[src/rtl/types_pkg.sv]
// Shared types and constants for the instruction fetch front end.
package types_pkg;

    localparam logic [31:0] RESET_PC_DEF = 32'h0000_0000;
    localparam int          BUF_DEPTH    = 2;

    typedef struct packed {
        logic [31:0] pc;
        logic [31:0] instr;
    } fetch_data_t;

endpackage

[src/rtl/fetch_buffer.sv]
// Two-entry skid FIFO holding fetched {pc, instr} pairs.
module fetch_buffer
    import types_pkg::*;
(
    input  logic        clk,
    input  logic        rst_n,
    input  logic        i_push,
    input  fetch_data_t i_data,
    input  logic        i_pop,
    input  logic        i_flush,
    output logic [1:0]  o_count,
    output fetch_data_t o_head
);

    fetch_data_t r_mem [2];
    logic        r_rd;
    logic        r_wr;
    logic [1:0]  r_count;
    logic        w_pop;

    assign w_pop   = i_pop && (r_count != 2'd0);
    assign o_count = r_count;
    assign o_head  = (r_count != 2'd0) ? r_mem[r_rd] : '0;

    always_ff @(posedge clk or negedge rst_n) begin
        if (!rst_n) begin
            r_mem[0] <= '0;
            r_mem[1] <= '0;
            r_rd     <= 1'b0;
            r_wr     <= 1'b0;
            r_count  <= 2'd0;
        end else if (i_flush) begin
            r_rd    <= 1'b0;
            r_wr    <= 1'b0;
            r_count <= 2'd0;
        end else begin
            if (i_push) begin
                r_mem[r_wr] <= i_data;
                r_wr        <= ~r_wr;
            end
            if (w_pop) begin
                r_rd <= ~r_rd;
            end
            r_count <= r_count + {1'b0, i_push} - {1'b0, w_pop};
        end
    end

    // Credit logic upstream guarantees a free slot for every response.
    always_ff @(posedge clk) begin
        if (rst_n && !i_flush) begin
            assert (!(i_push && !w_pop && r_count == 2'd2));
        end
    end

endmodule

[src/rtl/fetch_unit.sv]
// Fetch stage: PC, one-deep request tracking, credit flow control, redirect.
module fetch_unit
    import types_pkg::*;
#(
    parameter logic [31:0] RESET_PC = RESET_PC_DEF
) (
    input  logic        clk,
    input  logic        reset_n,
    input  logic        redirect_valid,
    input  logic [31:0] redirect_pc,
    output logic        imem_req,
    output logic [31:0] imem_addr,
    input  logic        imem_gnt,
    input  logic [31:0] imem_rdata,
    output logic [31:0] instr_out,
    output logic [31:0] pc_out,
    output logic        valid_out,
    input  logic        ready_out
);

    logic [31:0] r_pc;
    logic        r_infl;
    logic [31:0] r_tag;

    logic [1:0]  w_count;
    logic [1:0]  w_occ;
    logic        w_pop;
    logic        w_acc;
    logic        w_push;
    fetch_data_t w_head;
    fetch_data_t w_wdata;

    assign w_occ     = w_count + {1'b0, r_infl};
    assign valid_out = (w_count != 2'd0) && !redirect_valid;
    assign w_pop     = valid_out && ready_out;

    // A pop frees a slot this cycle, so a full pipeline may still issue.
    assign imem_req  = reset_n && !redirect_valid &&
                       ((w_occ < 2'(BUF_DEPTH)) ||
                        (w_occ == 2'(BUF_DEPTH) && w_pop));
    assign w_acc     = imem_req && imem_gnt;
    assign imem_addr = r_pc;

    assign w_push    = r_infl && !redirect_valid;
    assign w_wdata   = '{pc: r_tag, instr: imem_rdata};
    assign instr_out = w_head.instr;
    assign pc_out    = w_head.pc;

    always_ff @(posedge clk or negedge reset_n) begin
        if (!reset_n) begin
            r_pc   <= RESET_PC;
            r_infl <= 1'b0;
            r_tag  <= '0;
        end else if (redirect_valid) begin
            r_pc   <= redirect_pc & ~32'h3;
            r_infl <= 1'b0;
        end else begin
            r_infl <= w_acc;
            if (w_acc) begin
                r_pc  <= r_pc + 32'd4;
                r_tag <= r_pc;
            end
        end
    end

    fetch_buffer u_buf (
        .clk     (clk),
        .rst_n   (reset_n),
        .i_push  (w_push),
        .i_data  (w_wdata),
        .i_pop   (w_pop),
        .i_flush (redirect_valid),
        .o_count (w_count),
        .o_head  (w_head)
    );

endmodule

[config.mk]
export PLATFORM = sky130hd
export DESIGN_NAME = fetch_unit
export DESIGN_NICKNAME = d
export VERILOG_FILES = /design/src/rtl/types_pkg.sv /design/src/rtl/fetch_buffer.sv /design/src/rtl/fetch_unit.sv
export SDC_FILE = /design/constraint.sdc
export NUM_CORES = 1
export LEC_CHECK = 0
export ABC_AREA = 1
export CORE_MARGIN = 8
export CORE_UTILIZATION = 57
export DETAILED_ROUTE_END_ITERATION = 10
export PLACE_DENSITY = 0.93
export SLEW_MARGIN = 20
export SYNTH_ARGS = -nofsm -noshare
export SYNTH_HDL_FRONTEND = slang
export SYNTH_SLANG_ARGS = --single-unit
[constraint.sdc]
create_clock -name clk -period 5 [get_ports clk]
set_clock_uncertainty 0.2 [all_clocks]
set_input_delay 0.75 -clock clk [delete_from_list [all_inputs] [get_ports clk]]
set_output_delay 0.75 -clock clk [all_outputs]
set_load 0.02 [all_outputs]
==> flow_summary.ini <==
[placed_design]
hpwl_um = 15800
place_congestion = 0.928
place_ws_ps = 1420
dpl_cell_area_um2 = 10700
place.port_buffers = 160

[route]
viasPerCell = 5.41
wire_per_inst_um = 15.2
routed_wl_um = 23400
antenna_left = 0
dr.pass1.iters = 5
drt-initial-drc-count = 572
drc = 0
num_vias = 8305

[floorplanning]
dieArea_um2 = 20300
row_count = 46
chipWidth_um = 143
core_area_um2 = 15800
start_util_pct = 57.8
io_pins = 167
fp.dieH_um = 143

[sta]
slew_headroom_pct = 36.7
final.setup.worst_slack_ps = 1340
drv_slew = 0
finalCritPeriodShare_pct = 73.1
fin_crit_ps = 3660
finalHoldViolCount = 0
rsz0062_at_grt = no
worst_pin_slew_ps = 949
clock.fmax_mhz = 274
fin_tns_setup_ps = 0
setup_violations = 0

[cts]
root_buffer = clkbuf_16
htreeDepth = 4
cts_hold_buf = 0
cts.sinks = 189
cts.clk_slew.worst_paths_ps = 70
numCtsBuffers = 17
cts_setup_buffers = 0
clk_latency_ps = 430
clockBufferDepth = 2
tritoncts = done
cts_resized = 0

[yosys]
synth_common_cells = 434 x nand2_1, 189 x dfrtp_1, 116 x o21ai_0
yosysUniqueCellTypes = 29
synth_edf_count = 0
synth_seq_cells = 189
yosysTopAreaCell = dfrtp_1
yosysMostFrequentCell = nand2_1
ys.flop_type = dfrtp_1
ys_seq_area_share_pct = 51.8
async_reset_ff_share_pct = 100
syn_inst = 1181
synth_top_area_share_pct = 51.8
ys_warn_count = 0
avgSynthCellArea_um2 = 7.72
netlist_area_um2 = 9120
synth.area.top_cells = dfrtp_1 52%, nand2_1 18%, o21ai_0 6.4%

[pwr]
ir_worst_vdd_v = 0.000267
p_leak_nw = 5.18
power.density_nw_per_um2 = 368

[setup_path]
endpoint_kind = output pin
crit_chain = inv_1, nand2_2, inv_2, buf_4, a21oi_1, clkdlybuf4s50_1
crit_type = flip-flop to output pin
cpPeakStageDelay_ps = 690
cp.required_ps = 4050
arrival_ps = 2710
path_max_fanout = 49
startpoint_type = flip-flop
critPathSlowestCell = inv_2

[global_route]
grt_overflow = 0
grt_pass1_wl_um = 38300
antenna_found_initial = 0
grt_max_degree = 88
grt_util_all_layers_pct = 23.4
grt_pass1_vias = 8064

[final_layout]
antennaDiodeCount = 0
area_growth_pct = 23.9
fill_cells = 1248
final_area_um2 = 11300
drive_gt1_share_pct = 5.00
nets = 1379
final_core_util_pct = 71.7

[run_status]
status = complete, no violations

[min_path]
hp-class = input pin to asynchronous set/reset pin

[run]
maxCapViolCount = 0
==> power by group <==
| group | leakage, nW | switching, W | total [W] | internal [W] |
|---|---|---|---|---|
| combinational | 2.45 | 0.000499 | 0.000857 | 0.000357 |
| sequential | 2.46 | 0.000184 | 0.00199 | 0.00181 |
| clock | 0.272 | 0.000582 | 0.00132 | 0.000737 |
| total | 5.18 | 0.00127 | 0.00417 | 0.00290 |
==> final timing paths <==
| kind | end | start | cells after the start | slack (ps) |
|---|---|---|---|---|
| worst min-delay path | u_buf.r_mem[83]$_DFFE_PN0P_ | reset_n | 1 | 90 |
| worst max-delay path | pc_out[31] | u_buf.o_count[0]$_DFF_PN0_ | 6 | 1340 |
| max in group asynchronous | imem_addr[25]$_DFFE_PN0P_ | reset_n | 3 | 2570 |
| worst max register to register | u_buf.o_count[1]$_DFF_PN0_ | u_buf.o_count[0]$_DFF_PN0_ | 11 | 2170 |
| worst min register to register | u_buf.r_mem[59]$_DFFE_PN0P_ | u_buf.r_mem[59]$_DFFE_PN0P_ | 2 | 280 |
| min in group clk | u_buf.r_mem[59]$_DFFE_PN0P_ | u_buf.r_mem[59]$_DFFE_PN0P_ | 2 | 280 |
==> cells in the final DEF (no fill, tap or decap), drive strengths merged, types with 6 or more instances in the layout <==
master | netlist | layout
a21oi | 63 | 63
buf | 36 | 12
clkbuf | 32 | 18
clkdlybuf4s50 | 0 | 159
clkinv | 0 | 6
dfrtp | 189 | 189
inv | 112 | 114
nand2 | 439 | 439
nand3 | 71 | 71
nor2 | 47 | 47
o21ai | 171 | 171
xor2 | 7 | 7
==> layout make-up <==
cell class                 instances  area, um^2  area share, %
clock buffer                      18         429           3.80
tap                              216         270           2.39
timing repair buffer             171        1690           14.9
multi-input combinational        815        3630           32.1
sequential                       189        4730           41.8
clock inverter                    14         145           1.28
inverter                         112         420           3.72
==> per-layer routing <==
layer / track usage [%] / up-vias / share of wire [%]
met5: 0 / - / 0
met4: 8.22 / 0 / 1.8
met3: 4.63 / 34 / 8.6
met2: 38.7 / 363 / 48
met1: 30.1 / 3926 / 42
li1: - / 3982 / -
==> critical path: cells and delay by family, from the launching register on <==
| kind | cells | cell delay (ps) |
|---|---|---|
| flip-flops | 1 | 420 |
| AO/OA/AOI/OAI | 1 | 60 |
| AND/OR/NAND/NOR | 1 | 70 |
| buffers and inverters | 4 | 1720 |
==> cells by family (layout without fill, tap and decap cells) <==
group / after synthesis / in the layout / share of synthesized area [%]
buffers and inverters: 180 / 315 / 8.70
other: 1 / 4 / 0.0411
AND/OR/NAND/NOR: 564 / 564 / 25.0
adder cells (fa/ha/maj): 4 / 4 / 0.549
flip-flops: 189 / 189 / 51.8
XOR/XNOR: 9 / 9 / 0.864
AO/OA/AOI/OAI: 234 / 234 / 13.0
==> through the flow <==
step                      total power, W  std cells  hold slack [ps]
after floorplan                  0.00251       1184              253
after CTS                        0.00418       1535              100
after global placement           0.00281       1503              265
after global routing             0.00439       1535              129
after detailed placement         0.00286       1503              271
final                            0.00417       1535             93.4
==> registers in the layout (all words and copies together) (netlist names) <==
name,count
u_buf.r_wr,1
u_buf.r_rd,1
r_tag,30
r_infl,1
u_buf.o_count,2
imem_addr,30
u_buf.r_mem,124
Power figures use the tool's default switching activity.
